### src/rtl/pixel_plot_sink.sv
// pixel_plot_sink: buffers pixel plot requests, clips off-screen coordinates and writes them
// to the frame buffer. Define PIXEL_SINK_TRANSPARENT_EN to drop plots of TRANSPARENT_COLOR.
module pixel_plot_sink #(
    parameter int         FIFO_DEPTH        = 4,
    parameter int         SCREEN_W          = 320,
    parameter int         SCREEN_H          = 240,
    parameter logic [2:0] TRANSPARENT_COLOR = 3'b000
) (
    input  logic        clock,
    input  logic        resetn,
    input  logic        plot,
    input  logic [8:0]  x,
    input  logic [7:0]  y,
    input  logic [2:0]  color,
    output logic        ready,
    input  logic        scan_busy,
    input  logic        frame_start,
    output logic [16:0] mem_addr,
    output logic [2:0]  mem_data,
    output logic        mem_we,
    output logic [16:0] pixel_count,
    output logic        frame_complete
);
    localparam int               PTR_W        = (FIFO_DEPTH > 1) ? $clog2(FIFO_DEPTH) : 1;
    localparam int               CNT_W        = PTR_W + 1;
    localparam logic [CNT_W-1:0] FULL_LEVEL   = CNT_W'(FIFO_DEPTH);
    localparam logic [16:0]      FRAME_PIXELS = 17'(SCREEN_W * SCREEN_H);
    localparam logic [9:0]       W_LIMIT      = 10'(SCREEN_W);
    localparam logic [8:0]       H_LIMIT      = 9'(SCREEN_H);

    typedef struct packed {
        logic [2:0] color;
        logic [7:0] y;
        logic [8:0] x;
    } entry_t;

    entry_t             fifo_mem_r [FIFO_DEPTH];
    logic [PTR_W-1:0]   wr_ptr_r;
    logic [PTR_W-1:0]   rd_ptr_r;
    logic [CNT_W-1:0]   level_r;
    logic               accept_s;
    logic               keep_s;
    logic               push_s;
    logic               pop_s;
    entry_t             head_s;
    logic [16:0]        head_addr_s;

    assign ready = (level_r != FULL_LEVEL);

    // Handshake, clipping, pop decision and head-entry address
    always_comb begin
        accept_s = plot && ready;
        keep_s   = ({1'b0, x} < W_LIMIT) && ({1'b0, y} < H_LIMIT);
`ifdef PIXEL_SINK_TRANSPARENT_EN
        keep_s   = keep_s && (color != TRANSPARENT_COLOR);
`else
        keep_s   = keep_s && 1'b1;
`endif
        push_s   = accept_s && keep_s;
        pop_s    = (level_r != {CNT_W{1'b0}}) && !scan_busy;
        head_s   = fifo_mem_r[rd_ptr_r];
        // For a 320-wide screen this is the (y<<8)+(y<<6)+x shift-add
        head_addr_s = ({9'b0, head_s.y} * 17'(SCREEN_W)) + {8'b0, head_s.x};
    end

    // FIFO pointers and occupancy
    always_ff @(posedge clock) begin
        if (!resetn) begin
            wr_ptr_r <= {PTR_W{1'b0}};
            rd_ptr_r <= {PTR_W{1'b0}};
            level_r  <= {CNT_W{1'b0}};
        end else begin
            if (push_s) begin
                wr_ptr_r <= wr_ptr_r + PTR_W'(1);
            end
            if (pop_s) begin
                rd_ptr_r <= rd_ptr_r + PTR_W'(1);
            end
            case ({push_s, pop_s})
                2'b10:   level_r <= level_r + CNT_W'(1);
                2'b01:   level_r <= level_r - CNT_W'(1);
                default: level_r <= level_r;
            endcase
        end
    end

    // Entry storage; only slots covered by level_r are ever read, so no reset
    always_ff @(posedge clock) begin
        if (push_s) begin
            fifo_mem_r[wr_ptr_r] <= '{color: color, y: y, x: x};
        end
    end

    // Frame-buffer write port; address and data hold between writes
    always_ff @(posedge clock) begin
        if (!resetn) begin
            mem_we   <= 1'b0;
            mem_addr <= 17'd0;
            mem_data <= 3'b000;
        end else if (pop_s) begin
            mem_we   <= 1'b1;
            mem_addr <= head_addr_s;
            mem_data <= head_s.color;
        end else begin
            mem_we   <= 1'b0;
        end
    end

    // Frame progress; frame_start outranks a concurrent increment
    always_ff @(posedge clock) begin
        if (!resetn) begin
            pixel_count    <= 17'd0;
            frame_complete <= 1'b0;
        end else if (frame_start) begin
            pixel_count    <= 17'd0;
            frame_complete <= 1'b0;
        end else if (pop_s && (pixel_count != FRAME_PIXELS)) begin
            pixel_count    <= pixel_count + 17'd1;
            frame_complete <= ((pixel_count + 17'd1) == FRAME_PIXELS);
        end else begin
            frame_complete <= 1'b0;
        end
    end
endmodule

### config.mk
export PLATFORM = sky130hd
export DESIGN_NAME = pixel_plot_sink
export DESIGN_NICKNAME = d
export VERILOG_FILES = /design/src/rtl/pixel_plot_sink.sv
export SDC_FILE = /design/constraint.sdc
export NUM_CORES = 1
export LEC_CHECK = 0
export BUFFER_PORTS_ARGS = -buffer_cell sky130_fd_sc_hd__buf_2
export CAP_MARGIN = 30
export CORE_UTILIZATION = 65
export CTS_BUF_LIST = sky130_fd_sc_hd__clkbuf_8
export DETAILED_ROUTE_END_ITERATION = 10
export PLACE_DENSITY = 0.88
export SLEW_MARGIN = 40
export SYNTH_ARGS = -nofsm -noshare
export SYNTH_HDL_FRONTEND = slang
export SYNTH_SLANG_ARGS = --single-unit
### constraint.sdc
create_clock -name clock -period 7.87 [get_ports clock]
set_clock_uncertainty 0.15 [all_clocks]
set_input_delay 1.574 -clock clock [delete_from_list [all_inputs] [get_ports clock]]
set_output_delay 1.574 -clock clock [all_outputs]
set_load 0.02 [all_outputs]
==> flow_summary.yaml <==
run_status:
  outcome: "finished, final reports clean"
clocking:
  htree_levels: 4
  clk_latency_ns: 0.44
  clk_pin_slew_ns: 0.08
  cts_tree: "done"
  cts.sinks: 128
  numCtsBuffers: 17
  cts_root_buf: "clkbuf_8"
  cts_buffer_depth: 2
  ctsHoldBuffers: 0
  post_cts_buffers: 0
  post_cts_resized: 0
place:
  dp_hpwl_mm: 7.269
  io_buffers: 64
  gp_congestion: 0.8372
  place_area_sq_um: 6006
  post-place-cells: 585
  pre_cts_slack_ns: 3.442
detailed_routing:
  wl_per_cell_um: 18.09
  vias: 3703
  drt_wl_total_mm: 11.16
  drt_iter0_markers: 143
  vias_per_cell: 6.002
  drc: 0
  dr.pass1.iters: 4
  ant_nets: 0
global_route:
  grtUsageMet1: 0.3208
  antenna_found_initial: 0
  grt_overflow: 0
  met2_usage: 0.4664
  grt-busiest-layer: "met2"
  grt_pass1_vias: 3630
  grt_util_met3: 0.07246
  grt_pass1_wl_mm: 17.68
  grt_max_degree: 31
  grtUsageTotal: 0.2716
critical_path:
  crit_path_start_kind: "flop"
  critPathSlowestCell: "mux4_2"
  reg2regPathDepth: 10
  cp_max_fo: 20
  crit_required_ns: 8.08
  crit_type: "reg -> reg"
  crit_buf_inv: 1
  crit_path_frequent_cell: "ha_1"
  worstReg2RegEnd: "mem_addr[16]"
  arrival_ns: 4.21
  cp_slowest_stage_delay_ns: 0.60
  end_kind: "flop"
  worstPathCellList: "buf_4 -> mux4_2 -> ha_1 -> ha_1 -> fa_1 -> xnor2_1 -> or3b_4 -> or3_4 -> or3b_1 -> a31oi_1"
  r2r_slack_ns: 3.87
  critical_path.top_delay_family: "simple AND/OR/NAND/NOR gates"
yosys:
  yosysSeqAreaShare: 0.5983
  synth_cell_type_count: 48
  syn_area_per_cell_sq_um: 12.89
  ys_seq_elements: 128
  yosysWarnings: 0
  netlist_area_sq_um: 5622
  synth_cells: 436
  synth_edf_count: 80
  syn_nets: 487
  synthFlopType: "edfxtp_1"
  synthArstFlopShare: 0
timing:
  finalSetupTns_ns: 0
  post-route-period-util: 0.5086
  slew_violations: 0
  relSlewSlack: 0.4683
  hold_viol: 0
  setup_slack_ns: 3.867
  fin_hold_ws_ns: 0.3374
  setup_viol: 0
  max_freq_mhz: 249.8
  rsz0062_at_grt: "no"
  min_period_ns: 4.003
  tightest_slew_ns: 0.7976
floorplan:
  dieArea_sq_um: 9025
  start_util: 0.6774
  dieHeight_um: 95
  coreArea_sq_um: 8299
  num_rows: 33
  boundaryPins: 65
  die_w_um: 95
power:
  p_leak_nw: 2.323
  irDropWorstVdd_v: 0.0002394
  total_power_mw: 2.230
  powerDensity_nw_per_um2: 347.4
layout:
  area_growth_pct: 14.18
  nNetsFinal: 550
  mostFrequentLayoutCell: "edfxtp_1"
  layout_common_cells: "edfxtp_1 (80), buf_2 (64), dfxtp_1 (48)"
  drive_gt1_frac: 0.2500
  diodes: 0
  fin_util: 0.7734
  instances_no_fill: 617
  final_area_sq_um: 6419
worst_hold_path:
  min_from: "mem_addr[3]"
  min_to: "mem_addr[3]"
  hold_path_class: "reg -> reg"
  hold_depth: 2
job:
  cap_violations: 0
[kinds of logic after synthesis]
family	synth area share
muxes	0.08369
and+or+nand+nor	0.1153
DFF	0.5983
buffers and inverters	0.02626
AOI/OAI and AO/OA	0.06165
xor gates and xnor gates	0.05297
adders and majority gates	0.06188
[cells in the mapped netlist, types with 2 or more instances]
cell type | number | area share
fa_1 | 3 | 0.011
nor3_1 | 5 | 0.0045
clkbuf_1 | 15 | 0.010
xor2_1 | 18 | 0.028
nand3_1 | 9 | 0.0080
edfxtp_1 | 80 | 0.43
ha_1 | 23 | 0.051
nor2_1 | 41 | 0.027
inv_1 | 13 | 0.0087
a21oi_1 | 23 | 0.020
or4_1 | 2 | 0.0027
dfxtp_1 | 48 | 0.17
nand2b_1 | 2 | 0.0022
a211oi_1 | 7 | 0.0093
nand4_1 | 10 | 0.011
nand2_1 | 40 | 0.027
xnor2_1 | 16 | 0.025
nor2b_1 | 2 | 0.0022
o21ai_0 | 13 | 0.012
o21bai_1 | 2 | 0.0027
and4_1 | 3 | 0.0047
buf_2 | 7 | 0.0062
and2_1 | 4 | 0.0045
mux4_2 | 20 | 0.080
a31oi_1 | 3 | 0.0033
a21o_1 | 2 | 0.0027
mux2i_1 | 2 | 0.0036
or3_1 | 3 | 0.0033
[final cells by class]
cell class              instances  area, sq um
inverters                      14        52.55
fillers                       470         1881
clock inverters                15        178.9
clock buffers                  17        234.0
multi-input cells             271         2116
well taps                     105        131.4
repair buffers                 67        342.8
flip-flops and latches        128         3363
[power by group]
part	internal (mW)	total [mW]	switching, mW
Combinational	0.342	0.813	0.472
Clock	0.273	0.585	0.312
Sequential	0.789	0.832	0.0426
[routing by layer]
layer	vias up	routed length (um)
li1	1733	-
met1	1809	4521
met2	141	5720
met3	20	749
met4	0	173
met5	-	0
[how the worst max path moves through the flow]
| stage | from | to | depth (start not counted) |
|---|---|---|---|
| floorplan | flop | mem_addr[16] | 11 |
| global placement | scan_busy | level_r[2] | 10 |
| detailed placement | scan_busy | level_r[2] | 10 |
| CTS | flop | mem_addr[16] | 10 |
| global route | flop | mem_addr[15] | 10 |
| finish | flop | mem_addr[16] | 10 |
[worst reg2reg max path, stage by stage (launching register included)]
cell and delay [ns]:
dfxtp_1 0.32, buf_4 0.36, mux4_2 0.61, ha_1 0.32, ha_1 0.23, fa_1 0.41, xnor2_1 0.19, or3b_4 0.42
or3_4 0.40, or3b_1 0.37, a31oi_1 0.15
[sequential cells by signal, indices dropped and copies added (netlist names), named ones only]
name and count:
mem_addr 17, pixel_count 17, fifo_mem_r 80, rd_ptr_r 2, level_r 3, wr_ptr_r 2, mem_data 3, frame_complete 1
mem_we 1
(Power assumes the default switching activity.)
